==> src/rtl/div_unit.sv <==
// ---------------------------------------------------------------------------
// div_unit
//
// Iterative RV32M divide/remainder unit that sits in the EX stage next to the
// integer ALU. It executes DIV, DIVU, REM and REMU with a restoring algorithm
// and retires one quotient bit per clock. Divide-by-zero and signed overflow
// are resolved in a single edge without iterating.
//
// Ports
//   CLK     in   1     clock, all state changes on the rising edge
//   RESET   in   1     synchronous active-high reset
//   START   in   1     request a division, only looked at in IDLE
//   DIV_OP  in   2     00 DIV, 01 DIVU, 10 REM, 11 REMU (captured with START)
//   DATA1   in   XLEN  dividend (captured with START)
//   DATA2   in   XLEN  divisor  (captured with START)
//   FLUSH   in   1     abort any in-flight operation, return to IDLE
//   BUSY    out  1     high while iterating (state CALC)
//   DONE    out  1     one-cycle pulse while in FIN
//   RESULT  out  XLEN  quotient or remainder, held until the next result
// ---------------------------------------------------------------------------
module div_unit #(
    parameter int XLEN = 32
) (
    input  logic            CLK,
    input  logic            RESET,
    input  logic            START,
    input  logic [1:0]      DIV_OP,
    input  logic [XLEN-1:0] DATA1,
    input  logic [XLEN-1:0] DATA2,
    input  logic            FLUSH,
    output logic            BUSY,
    output logic            DONE,
    output logic [XLEN-1:0] RESULT
);

    localparam int CNT_W = $clog2(XLEN);

    typedef enum logic [1:0] {
        IDLE,
        CALC,
        FIN
    } state_t;

    state_t state;
    state_t state_next;

    logic [XLEN-1:0]  rem_q;
    logic [XLEN-1:0]  quo_q;
    logic [XLEN-1:0]  div_mag;
    logic [CNT_W-1:0] count;
    logic             neg_quo;
    logic             neg_rem;
    logic             want_rem;
    logic [XLEN-1:0]  result_q;

    // Operand decode for the capture cycle. DIV_OP[0] clear means a signed
    // op, DIV_OP[1] set means the remainder is wanted.
    logic            op_signed;
    logic            op_rem;
    logic            a_neg;
    logic            b_neg;
    logic [XLEN-1:0] a_mag;
    logic [XLEN-1:0] b_mag;
    logic            div_zero;
    logic            overflow;
    logic            special;
    logic [XLEN-1:0] special_result;
    logic            accept;

    // Two's-complement negation of the most negative value yields the same
    // bit pattern, which read as unsigned is exactly 2^(XLEN-1), so a plain
    // XLEN-bit unsigned magnitude is enough.
    always_comb begin
        op_signed      = ~DIV_OP[0];
        op_rem         = DIV_OP[1];
        a_neg          = op_signed & DATA1[XLEN-1];
        b_neg          = op_signed & DATA2[XLEN-1];
        a_mag          = a_neg ? (~DATA1 + 1'b1) : DATA1;
        b_mag          = b_neg ? (~DATA2 + 1'b1) : DATA2;
        div_zero       = (DATA2 == '0);
        overflow       = op_signed
                         && (DATA1 == {1'b1, {(XLEN-1){1'b0}}})
                         && (DATA2 == {XLEN{1'b1}});
        special        = div_zero | overflow;
        special_result = '0;
        if (div_zero) begin
            special_result = op_rem ? DATA1 : {XLEN{1'b1}};
        end else if (overflow) begin
            special_result = op_rem ? '0 : {1'b1, {(XLEN-1){1'b0}}};
        end
        accept         = START & ~FLUSH;
    end

    // One restoring step. The partial remainder is always below the divisor,
    // so after the shift it needs one extra bit; when the trial subtraction
    // succeeds the difference is again below the divisor and fits XLEN bits.
    logic [XLEN:0]   shifted;
    logic            fits;
    logic [XLEN-1:0] step_rem;
    logic [XLEN-1:0] step_quo;
    logic [XLEN-1:0] final_quo;
    logic [XLEN-1:0] final_rem;
    logic [XLEN-1:0] final_result;

    always_comb begin
        shifted      = {rem_q, quo_q[XLEN-1]};
        fits         = (shifted >= {1'b0, div_mag});
        step_rem     = fits ? (shifted[XLEN-1:0] - div_mag) : shifted[XLEN-1:0];
        step_quo     = {quo_q[XLEN-2:0], fits};
        final_quo    = neg_quo ? (~step_quo + 1'b1) : step_quo;
        final_rem    = neg_rem ? (~step_rem + 1'b1) : step_rem;
        final_result = want_rem ? final_rem : final_quo;
    end

    // State register.
    always_ff @(posedge CLK) begin
        if (RESET) begin
            state <= IDLE;
        end else begin
            state <= state_next;
        end
    end

    // Next-state logic. FLUSH beats everything except RESET; FIN always
    // falls back to IDLE so DONE is a single-cycle pulse.
    always_comb begin
        state_next = state;
        case (state)
            IDLE: begin
                if (accept) begin
                    state_next = special ? FIN : CALC;
                end
            end
            CALC: begin
                if (FLUSH) begin
                    state_next = IDLE;
                end else if (count == '0) begin
                    state_next = FIN;
                end
            end
            FIN: begin
                state_next = IDLE;
            end
            default: begin
                state_next = IDLE;
            end
        endcase
    end

    // Datapath. RESULT is only written on a special-case capture or on the
    // final iteration, so an aborted operation leaves it untouched.
    always_ff @(posedge CLK) begin
        if (RESET) begin
            rem_q    <= '0;
            quo_q    <= '0;
            div_mag  <= '0;
            count    <= '0;
            neg_quo  <= 1'b0;
            neg_rem  <= 1'b0;
            want_rem <= 1'b0;
            result_q <= '0;
        end else begin
            case (state)
                IDLE: begin
                    if (accept) begin
                        if (special) begin
                            result_q <= special_result;
                        end else begin
                            rem_q    <= '0;
                            quo_q    <= a_mag;
                            div_mag  <= b_mag;
                            count    <= CNT_W'(XLEN - 1);
                            neg_quo  <= a_neg ^ b_neg;
                            neg_rem  <= a_neg;
                            want_rem <= op_rem;
                        end
                    end
                end
                CALC: begin
                    if (!FLUSH) begin
                        rem_q <= step_rem;
                        quo_q <= step_quo;
                        count <= count - CNT_W'(1);
                        if (count == '0) begin
                            result_q <= final_result;
                        end
                    end
                end
                default: begin
                end
            endcase
        end
    end

    assign BUSY   = (state == CALC);
    assign DONE   = (state == FIN);
    assign RESULT = result_q;

endmodule

==> config.mk <==
export PLATFORM = sky130hd
export DESIGN_NAME = div_unit
export DESIGN_NICKNAME = d
export VERILOG_FILES = /design/src/rtl/div_unit.sv
export SDC_FILE = /design/constraint.sdc
export NUM_CORES = 1
export LEC_CHECK = 0
export ABC_AREA = 1
export CORE_AREA = 2 2 114 226
export DETAILED_ROUTE_END_ITERATION = 8
export DIE_AREA = 0 0 116 228
export GPL_ROUTABILITY_DRIVEN = 0
export PLACE_DENSITY = 0.68
export SLEW_MARGIN = 40
export SYNTH_ARGS = -nofsm -noshare
export SYNTH_HDL_FRONTEND = slang
export SYNTH_SLANG_ARGS = --single-unit
==> constraint.sdc <==
create_clock -name CLK -period 7.2 [get_ports CLK]
set_input_delay 1.44 -clock CLK [delete_from_list [all_inputs] [get_ports CLK]]
set_output_delay 1.44 -clock CLK [all_outputs]
set_load 0.02 [all_outputs]
==> metrics.md <==
| Metric | Value |
|---|---|
| Yosys warns | 0 |
| Netlist cell types | 49 |
| Die X-Extent | 116 um |
| Clock transition at the registers of the reported paths | 0.06 ns |
| Aggregate global-route resource usage | 32.9% |
| Die area | 0.0264 mm^2 |
| RSZ-0062 raised after global routing | no |
| Largest net degree at the start of global routing | 75 |
| Pwr dens | 214 mW/mm^2 |
| DIE HEIGHT | 228 um |
| DR iter-0 viols | 1,336 |
| Status | completed |
| Pre-CTS worst setup slack | 1.69 ns |
| Multi-input logic area | 0.00808 mm^2 |
| Setup_tns | 0 ns |
| Final hold violation count | 0 |
| Post-route cell area | 0.0139 mm^2 |
| Grt ovf | 0 |
| Gate Count Post-Synth | 2,085 |
| CORE AREA | 0.0248 mm^2 |
| Post-DP HPWL | 32.4 mm |
| Hold buffers post-CTS | 0 |
| Final setup fails | 0 |
| CTS tree | built |
| Class of the worst hold path | reg2reg |
| Post-CTS sizing | 0 |
| Tcrit/Tclk final | 68.7% |
| Async set-reset flop share out of synthesis | 0% |
| Post-Syn Nets | 2,195 |
| Fmax | 0.202 GHz |
| Non-Filler Instances | 2,481 |
| Critical Path AT | 5.25 ns |
| Setup CP Type | reg2reg |
| Antenna-violating nets left | 0 |
| Drt total wl | 42.7 mm |
| Initial DRT Pass Iterations | 8 |
| Clock Skew | 0.00965 ns |
| DR vias | 13,921 |
| Post-synth EDFFs | 0 |
| Slew Viols, Final | 0 |
| Area after DPL | 0.0133 mm^2 |
| Area growth from synthesis to layout | 14.6% |
| Fillers | 2,679 |
| IO buf count | 103 |
| Mapped Avg Cell Area | 5.84 um^2 |
| # Post-CTS Setup Buffers | 0 |
| ANT cells | 0 |
| Sink Count | 138 |
| Top FF cell, synth | dfxtp_1 |
| Sequential area share after synthesis | 22.7% |
| Fin crit period | 4.94 ns |
| Routed wire per std cell | 17.2 um |
| VDD IR-drop max | 0.000174 V |
| Placed cell count | 2,449 |
| Site Rows | 82 |
| Vias in the first global route | 13,021 |
| Clock H-tree levels | 4 |
| CTS Buf Count | 17 |
| Worst-margin pin slew | 0.821 ns |
| CTS root buf | clkbuf_16 |
| Global-route wire length before repair | 68.0 mm |
| Layout net count | 2,242 |
| Vias per inst | 5.61 |
| Max cap viols | 0 |
| Setup WS post-layout | 2.26 ns |
| Critical Path End Type | flip-flop |
| Crit path required time | 7.51 ns |
| P_leak | 0.00630 uW |
| Max_slew headroom | 45.3% |
| Initial Util | 49.0% |
| Total area of sequential cells | 0.00276 mm^2 |
| CP startpoint kind | flip-flop |
| Initial antenna violation count | 0 |
| DRC | 0 |
| Top Ports | 104 |
| Share of cells above drive strength 1 | 6.39% |
| Post-Syn Area | 0.0122 mm^2 |
| #FFs+latches synth | 138 |
| CP max FO | 49 |
| Clock buffer depth | 2 |
| Clk_lat worst skew | 0.45 ns |
[sequential cells by signal, summed over array words and instances (netlist names)]
register	flops
RESULT	32
div_mag	32
quo_q	32
rem_q	32
count	5
state	2
neg_quo	1
neg_rem	1
want_rem	1
[placed cells by master, fill, tap and decap left out, types with 5 or more instances in the layout]
cell,instances
nand2_4,5
ha_1,39
o211ai_1,8
o21bai_1,5
a21oi_1,211
inv_2,13
o22ai_1,11
clkbuf_16,17
o21ai_0,169
nor3_2,6
nand3b_1,7
inv_1,234
xnor2_1,16
buf_4,15
nand4_1,29
nor2_2,14
nand2_1,538
nand3_2,6
o21ai_1,10
dfxtp_1,138
xor2_1,37
a211oi_1,7
or2_2,10
clkdlybuf4s50_1,102
a31oi_1,22
nand2_2,18
nor3_1,48
nor2_1,202
nor2_4,8
nand3_1,146
[synth_stat cells (16+ instances only)]
library cell	number	area [um^2]
nand3_1	146	731
inv_1	238	893
a21oi_1	211	1060
nor2_1	205	769
ha_1	39	488
buf_2	16	80.1
nand2_2	17	106
clkbuf_1	63	236
nor3_1	48	240
a31oi_1	22	138
nand2_1	539	2020
dfxtp_1	138	2760
xor2_1	37	324
xnor2_1	16	140
nand4_1	29	181
o21ai_0	169	846
[metrics by stage]
stage	power, uW	hold slack [ns]	utilization [%]
after floorplan	1710	0.430	-
after global placement	2040	0.452	53.7
after detailed placement	2050	0.455	53.7
after CTS	2970	0.464	56.2
after global routing	3160	0.490	56.2
final	2980	0.462	56.2
[cell type report]
class,count,share of cell area (%)
Multi-Input combinational cell,1607,57.9
Sequential cell,138,19.8
Clock inverter,13,1.21
Inverter,250,6.73
Clock buffer,19,3.18
Timing Repair Buffer,118,8.16
Tap cell,336,3.01
[metal layers]
metal  wire [um]  vias to the layer above  share of wire [%]  track usage (%)
met5           0                        -                  0                0
met4        2700                        0                6.3             19.3
met3        2790                      144                6.5             4.68
met2       19800                      614                 46             52.6
met1       17400                     6234                 41             41.5
li1            -                     6929                  -                -
[cells by family (layout without fill, tap and decap cells)]
family | count (synthesis) | in the layout | synth area share, %
compound gates | 463 | 463 | 20.3
xor+xnor | 53 | 53 | 3.81
fa+ha+maj | 40 | 40 | 4.17
buf+inv | 340 | 400 | 11.1
flops | 138 | 138 | 22.7
simple gates | 1051 | 1051 | 37.8
[power by group]
group	total (uW)	switching, uW	internal [uW]
sequential	890	53.8	836
combinational	1170	801	370
clock	923	367	556
[path summary, 6_finish.rpt]
| kind | depth (start not counted) | start | slack (ns) | end |
|---|---|---|---|---|
| hold reg to reg | 2 | RESULT[25] | 0.46 | RESULT[25] |
| hold / removal | 2 | RESULT[25] | 0.46 | RESULT[25] |
| setup / recovery | 26 | div_mag[26] | 2.26 | RESULT[30] |
| setup reg to reg | 26 | div_mag[26] | 2.26 | RESULT[30] |
[critical path: stages, from the launching register on]
cell and delay, ns:
dfxtp_1 0.31, inv_1 0.10, ha_1 0.37, nand2_1 0.10, nand2_1 0.07, nand3_1 0.07
nand2_1 0.07, a21oi_1 0.14, nand2_1 0.10, nor2_4 0.39, nand2_4 0.44, inv_1 0.19
ha_1 0.21, nand3_1 0.12, nor3_1 0.28, nand3_1 0.19, nor3_2 0.26, nand3_1 0.16
o21ai_1 0.17, o21ai_0 0.15, nor2_1 0.20, o21ai_0 0.13, or2_0 0.24, a21oi_1 0.14
nand2_1 0.07, nand2_1 0.07, a21oi_2 0.05
No activity file was read; power rests on OpenSTA's default activity.
